==> src/rtl/reaction_match_ctrl.sv <==
// Two-player reaction match sequencer: arms the light sequencer, arbitrates the first press, scores rounds.
// All outputs registered; trigger follows an accepted start by 1 clk; start is ignored while busy.
module reaction_match_ctrl #(
  parameter int ROUNDS     = 5,
  parameter int TIME_W     = 12,
  parameter int TIMEOUT_MS = 1000,
  parameter int HOLD_MS    = 2000
) (
  input  logic              clk,
  input  logic              reset_n,
  input  logic              tick_ms,
  input  logic              start,
  input  logic              lights_done,
  input  logic              react_a,
  input  logic              react_b,
  output logic              trigger,
  output logic              busy,
  output logic [1:0]        winner,
  output logic              false_start,
  output logic [TIME_W-1:0] react_time,
  output logic [3:0]        score_a,
  output logic [3:0]        score_b,
  output logic [3:0]        round_num,
  output logic              match_done
);

  localparam int                HOLD_W    = $clog2(HOLD_MS + 1);
  localparam logic [TIME_W-1:0] TIMEOUT_V = TIME_W'(TIMEOUT_MS);
  localparam logic [HOLD_W-1:0] HOLD_LAST = HOLD_W'(HOLD_MS - 1);
  localparam logic [3:0]        ROUNDS_V  = 4'(ROUNDS);

  localparam logic [1:0] WIN_NONE = 2'b00;
  localparam logic [1:0] WIN_A    = 2'b01;
  localparam logic [1:0] WIN_B    = 2'b10;
  localparam logic [1:0] WIN_TIE  = 2'b11;

  typedef enum logic [2:0] {
    IDLE,
    ARM,
    WAIT_GO,
    TIMING,
    RESULT,
    DONE
  } state_t;

  state_t            state;
  logic              a_q;
  logic              b_q;
  logic [HOLD_W-1:0] hold_cnt;

  logic              press_a;
  logic              press_b;
  logic              any_press;
  logic [TIME_W-1:0] rt_next;

  // A press is a rising edge only, so a button held down never re-arms itself.
  assign press_a   = react_a & ~a_q;
  assign press_b   = react_b & ~b_q;
  assign any_press = press_a | press_b;
  assign rt_next   = react_time + TIME_W'(1);

  function automatic logic [3:0] sat_inc(input logic [3:0] s);
    return (s == 4'hF) ? s : s + 4'd1;
  endfunction

  always_ff @(posedge clk) begin
    if (!reset_n) begin
      state       <= IDLE;
      a_q         <= 1'b0;
      b_q         <= 1'b0;
      hold_cnt    <= '0;
      trigger     <= 1'b0;
      busy        <= 1'b0;
      winner      <= WIN_NONE;
      false_start <= 1'b0;
      react_time  <= '0;
      score_a     <= '0;
      score_b     <= '0;
      round_num   <= '0;
      match_done  <= 1'b0;
    end else begin
      a_q     <= react_a;
      b_q     <= react_b;
      trigger <= 1'b0;
      if (state != RESULT) begin
        hold_cnt <= '0;
      end

      case (state)
        IDLE, DONE: begin
          if (start) begin
            state       <= ARM;
            trigger     <= 1'b1;
            busy        <= 1'b1;
            match_done  <= 1'b0;
            round_num   <= 4'd1;
            score_a     <= '0;
            score_b     <= '0;
            winner      <= WIN_NONE;
            false_start <= 1'b0;
            react_time  <= '0;
          end
        end

        ARM: begin
          state <= WAIT_GO;
        end

        // A press seen on or before the go edge is a foul; the opponent takes the point.
        WAIT_GO: begin
          if (any_press) begin
            state       <= RESULT;
            false_start <= 1'b1;
            case ({press_b, press_a})
              2'b01: begin
                winner  <= WIN_B;
                score_b <= sat_inc(score_b);
              end
              2'b10: begin
                winner  <= WIN_A;
                score_a <= sat_inc(score_a);
              end
              default: winner <= WIN_NONE;
            endcase
          end else if (lights_done) begin
            state <= TIMING;
          end
        end

        TIMING: begin
          if (any_press) begin
            state <= RESULT;
            case ({press_b, press_a})
              2'b01: begin
                winner  <= WIN_A;
                score_a <= sat_inc(score_a);
              end
              2'b10: begin
                winner  <= WIN_B;
                score_b <= sat_inc(score_b);
              end
              default: winner <= WIN_TIE;
            endcase
          end else if (tick_ms) begin
            react_time <= rt_next;
            if (rt_next == TIMEOUT_V) begin
              state  <= RESULT;
              winner <= WIN_NONE;
            end
          end
        end

        RESULT: begin
          if (tick_ms) begin
            if (hold_cnt == HOLD_LAST) begin
              false_start <= 1'b0;
              if (round_num == ROUNDS_V) begin
                state      <= DONE;
                busy       <= 1'b0;
                match_done <= 1'b1;
              end else begin
                state      <= ARM;
                trigger    <= 1'b1;
                round_num  <= round_num + 4'd1;
                winner     <= WIN_NONE;
                react_time <= '0;
              end
            end else begin
              hold_cnt <= hold_cnt + HOLD_W'(1);
            end
          end
        end

        default: state <= IDLE;
      endcase
    end
  end

endmodule

==> config.mk <==
export PLATFORM = sky130hd
export DESIGN_NAME = reaction_match_ctrl
export DESIGN_NICKNAME = d
export VERILOG_FILES = /design/src/rtl/reaction_match_ctrl.sv
export SDC_FILE = /design/constraint.sdc
export NUM_CORES = 1
export LEC_CHECK = 0
export ABC_AREA = 0
export BUFFER_PORTS_ARGS = -buffer_cell sky130_fd_sc_hd__buf_2
export CAP_MARGIN = 40
export CORE_UTILIZATION = 30
export DETAILED_ROUTE_END_ITERATION = 12
export GPL_TIMING_DRIVEN = 0
export SLEW_MARGIN = 5
export SYNTH_ARGS = -nofsm -noshare
export SYNTH_HDL_FRONTEND = slang
export SYNTH_SLANG_ARGS = --single-unit
==> constraint.sdc <==
create_clock -name clk -period 2 [get_ports clk]
set_input_delay 0.3 -clock clk [delete_from_list [all_inputs] [get_ports clk]]
set_output_delay 0.3 -clock clk [all_outputs]
set_load 0.01 [all_outputs]
==> results by group <==
Global route
  • First-pass GRT wire length: 10.5 mm
  • GRT Overall Usage: 14.9%
  • Antenna violations before repair: 0
  • Grt ovf: 0
  • Largest net degree at the start of global routing: 15
  • Vias in the first global route: 2221

Timing
  • Least-Margin Pin Slew: 0.534 ns
  • Final setup vio count: 0
  • Min Hold Slack: 0.217 ns
  • Hold Vio Cnt, Final: 0
  • Max Clock Skew: 0.0130 ns
  • Fmax: 0.511 GHz
  • Slew Limit Fails: 0
  • Worst slew margin: 64.4%
  • Fin crit share: 97.8%
  • RSZ-0062 raised after global routing: true
  • Final min period: 1.96 ns

Yosys
  • Synth Net Count: 314
  • Top cell type's share of synthesized area: 36.8%
  • Synth Cell Area: 2500 sq um
  • Yosys reg bits: 46
  • Synth Warn #: 0
  • Mean Syn Cell Area: 8.34 sq um
  • Sequential share of the synthesized area: 36.8%
  • Synth cell types: 51
  • FFs w/ async S/R, synth: 0%
  • Area leader, netlist: dfxtp_1
  • Synth top area cells: dfxtp_1 37%, nor2_1 5.1%, nand2_1 4.2%
  • Post-synth EDFFs: 0
  • Post-Synthesis Cells: 300
  • Top_reg_cell synth: dfxtp_1

Routing
  • Residual DRC: 0
  • Routed len/inst: 13.7 um
  • Vias per inst: 5.12
  • Via Count: 2362
  • DRT iter0 DRCs: 100
  • Total wire length: 6.33 mm
  • Number of detailed-route iterations in the first pass: 4
  • Routed Antenna Nets: 0

Run
  • Max_cap viols: 0

Placement
  • Area after DPL: 2810 sq um
  • Placed cell count: 438
  • Port Buffers: 36
  • GPL Wtd Cong: 0.856
  • Post-DP HPWL: 4.40 mm

Clock tree
  • Worst-skew pair later-pin latency: 0.31 ns
  • Clock tree from TritonCTS: built
  • H-Tree Depth: 2
  • Reg clk slew, reported paths: 0.10 ns
  • Buffer type at the clock tree root: clkbuf_8
  • CTS sink cnt: 46
  • Clock Path Buffers: 2
  • Cts bufs inserted: 5

Finish
  • Post-route cell area: 3100 sq um
  • Layout cells sized above 1: 27.3%
  • Area of the multi-input gates: 1560 sq um
  • Commonest non-fill, non-tap cell in the layout: buf_2
  • Seq. cell area: 936 sq um
  • Number of diodes: 0
  • # fillers: 820
  • Non-filler cells, final: 461
  • Most frequent cells in the layout: 39 x buf_2, 38 x dfxtp_1, 33 x nor2_1, 27 x nand2_1, 20 x a21oi_1
  • Nets: 372
  • Layout area overhead: 24.0%

Power and ir drop
  • Sw Ratio: 39.5%
  • Cell Pwr Density: 1000 nW/um^2
  • Clk pwr share: 19.7%
  • Pint: 0.00188 W
  • Net Sw Power: 0.00123 W
  • Comb pwr share: 44.4%
  • Leak pwr: 1.26 nW
  • Seq pwr share: 35.9%
  • Worst vdd ir: 471 uV

Floorplan
  • Io pins: 37
  • Die Span Y: 93.3 um
  • # rows: 32
  • Core area: 7890 sq um
  • Die area: 8710 sq um
  • Starting Density: 31.7%
  • Die width: 93.3 um

Critical path
  • CP Class: flip-flop to flip-flop
  • CP Capture Type: flip-flop
  • Critical Path Fanout Max: 6
  • CP required: 2.21 ns
  • Startpoint Class: flip-flop
  • Worst path arrival time: 2.16 ns

Hold path
  • Hold crit path type: input port to flip-flop

Status
  • Outcome: complete, no violations
stage by stage:
stage | worst slack, ns | total power (W) | TNS, ns | util, %
2_1_floorplan | 0.0372 | 0.00196 | 0 | -
4_1_cts | 0.00338 | 0.00293 | 0 | 37.2
5_1_grt | -0.0403 | 0.00333 | -0.104 | 39.3
3_3_place_gp | -0.317 | 0.00224 | -0.971 | 35.6
6_report | 0.0446 | 0.00311 | 0 | 39.3
3_5_place_dp | -0.288 | 0.00225 | -1.01 | 35.6
sequential cells by signal, summed over array words and instances (netlist names):
signal and count:
react_time 12, hold_cnt 11, round_num 4, score_a 4, score_b 4, state 3, winner 2, a_q 1
b_q 1, busy 1, false_start 1, match_done 1, trigger 1
area by class of cell:
type | count | share of cell area [%]
plain buffers | 10 | 1.69
clock buffers | 6 | 2.66
clock inverters | 2 | 0.404
inverters | 9 | 1.09
multi-input cells | 235 | 50.4
flip-flops and latches | 46 | 30.2
well taps | 102 | 4.12
repair buffers | 51 | 9.44
synthesized netlist by cell type, types with 2 or more instances:
cell type  instances
xnor2_1            6
and3_1             7
and2b_1            2
a21oi_1           20
mux2i_1            4
and2_1             8
dfxtp_1           46
o211ai_1           7
and4_1             2
nand4_1            6
o21ai_0           18
nor2_1            34
nor3_1             6
inv_1              9
nand4b_1           2
buf_2              4
nor2b_1            5
a21boi_0           3
a31oi_1            7
o22ai_1            3
nand2b_1           3
or3_1              3
ha_1               7
clkbuf_1           5
nand2_1           28
a311oi_1           2
nand3_1           18
xor2_1            12
power by group through the flow:
stage | sequential (W) | clock, W | combinational [W]
6_report | 0.00112 | 0.000611 | 0.00138
5_1_grt | 0.00113 | 0.000664 | 0.00153
2_1_floorplan | 0.00115 | 0 | 0.000808
4_1_cts | 0.00111 | 0.000631 | 0.00118
3_3_place_gp | 0.00113 | 0 | 0.00111
3_5_place_dp | 0.00113 | 0 | 0.00111
final timing paths:
check	start	cells past startpoint	endpoint	slack (ns)
setup / recovery	react_time[5]$_SDFFE_PN0P_	6	state[2]$_SDFFE_PN0P_	0.04
hold / removal	react_a	2	a_q$_SDFF_PN0_	0.22
setup reg to reg	react_time[5]$_SDFFE_PN0P_	6	state[2]$_SDFFE_PN0P_	0.04
hold reg to reg	match_done$_SDFFE_PN0P_	2	match_done$_SDFFE_PN0P_	0.46
cells by family after synthesis:
group                    Yosys count  share of synthesized area, %
XOR/XNOR                          18                          6.30
flip-flops                        46                          36.8
adder cells (fa/ha/maj)            7                          3.50
buffers and inverters             20                          3.25
AND/OR/NAND/NOR                  135                          29.8
AO/OA/AOI/OAI                     70                          18.7
multiplexers                       4                          1.60
worst max-delay path, stage by stage (launching register included):
cell and delay [ns]:
dfxtp_1 0.45, and4_4 0.29, nand4_1 0.19, xor2_1 0.22, o211ai_1 0.37, nor2_2 0.11
o221a_2 0.24
per-layer routing:
metal / GRT usage (%) / part of all wire [%] / routed length (um)
met1: 20.3 / 48 / 3010
met3: 2.36 / 5.6 / 354
met5: 0 / 0 / 0
met2: 24.0 / 46 / 2900
met4: 4.62 / 1.0 / 64
repair_timing:
item,CTS,global route
gates cloned,0,1
gates resized for setup,7,25
setup endpoints to repair,15,17
pin swaps,4,12
hold buffers,0,0
buffers inserted,2,13
Power figures use the tool's default switching activity.
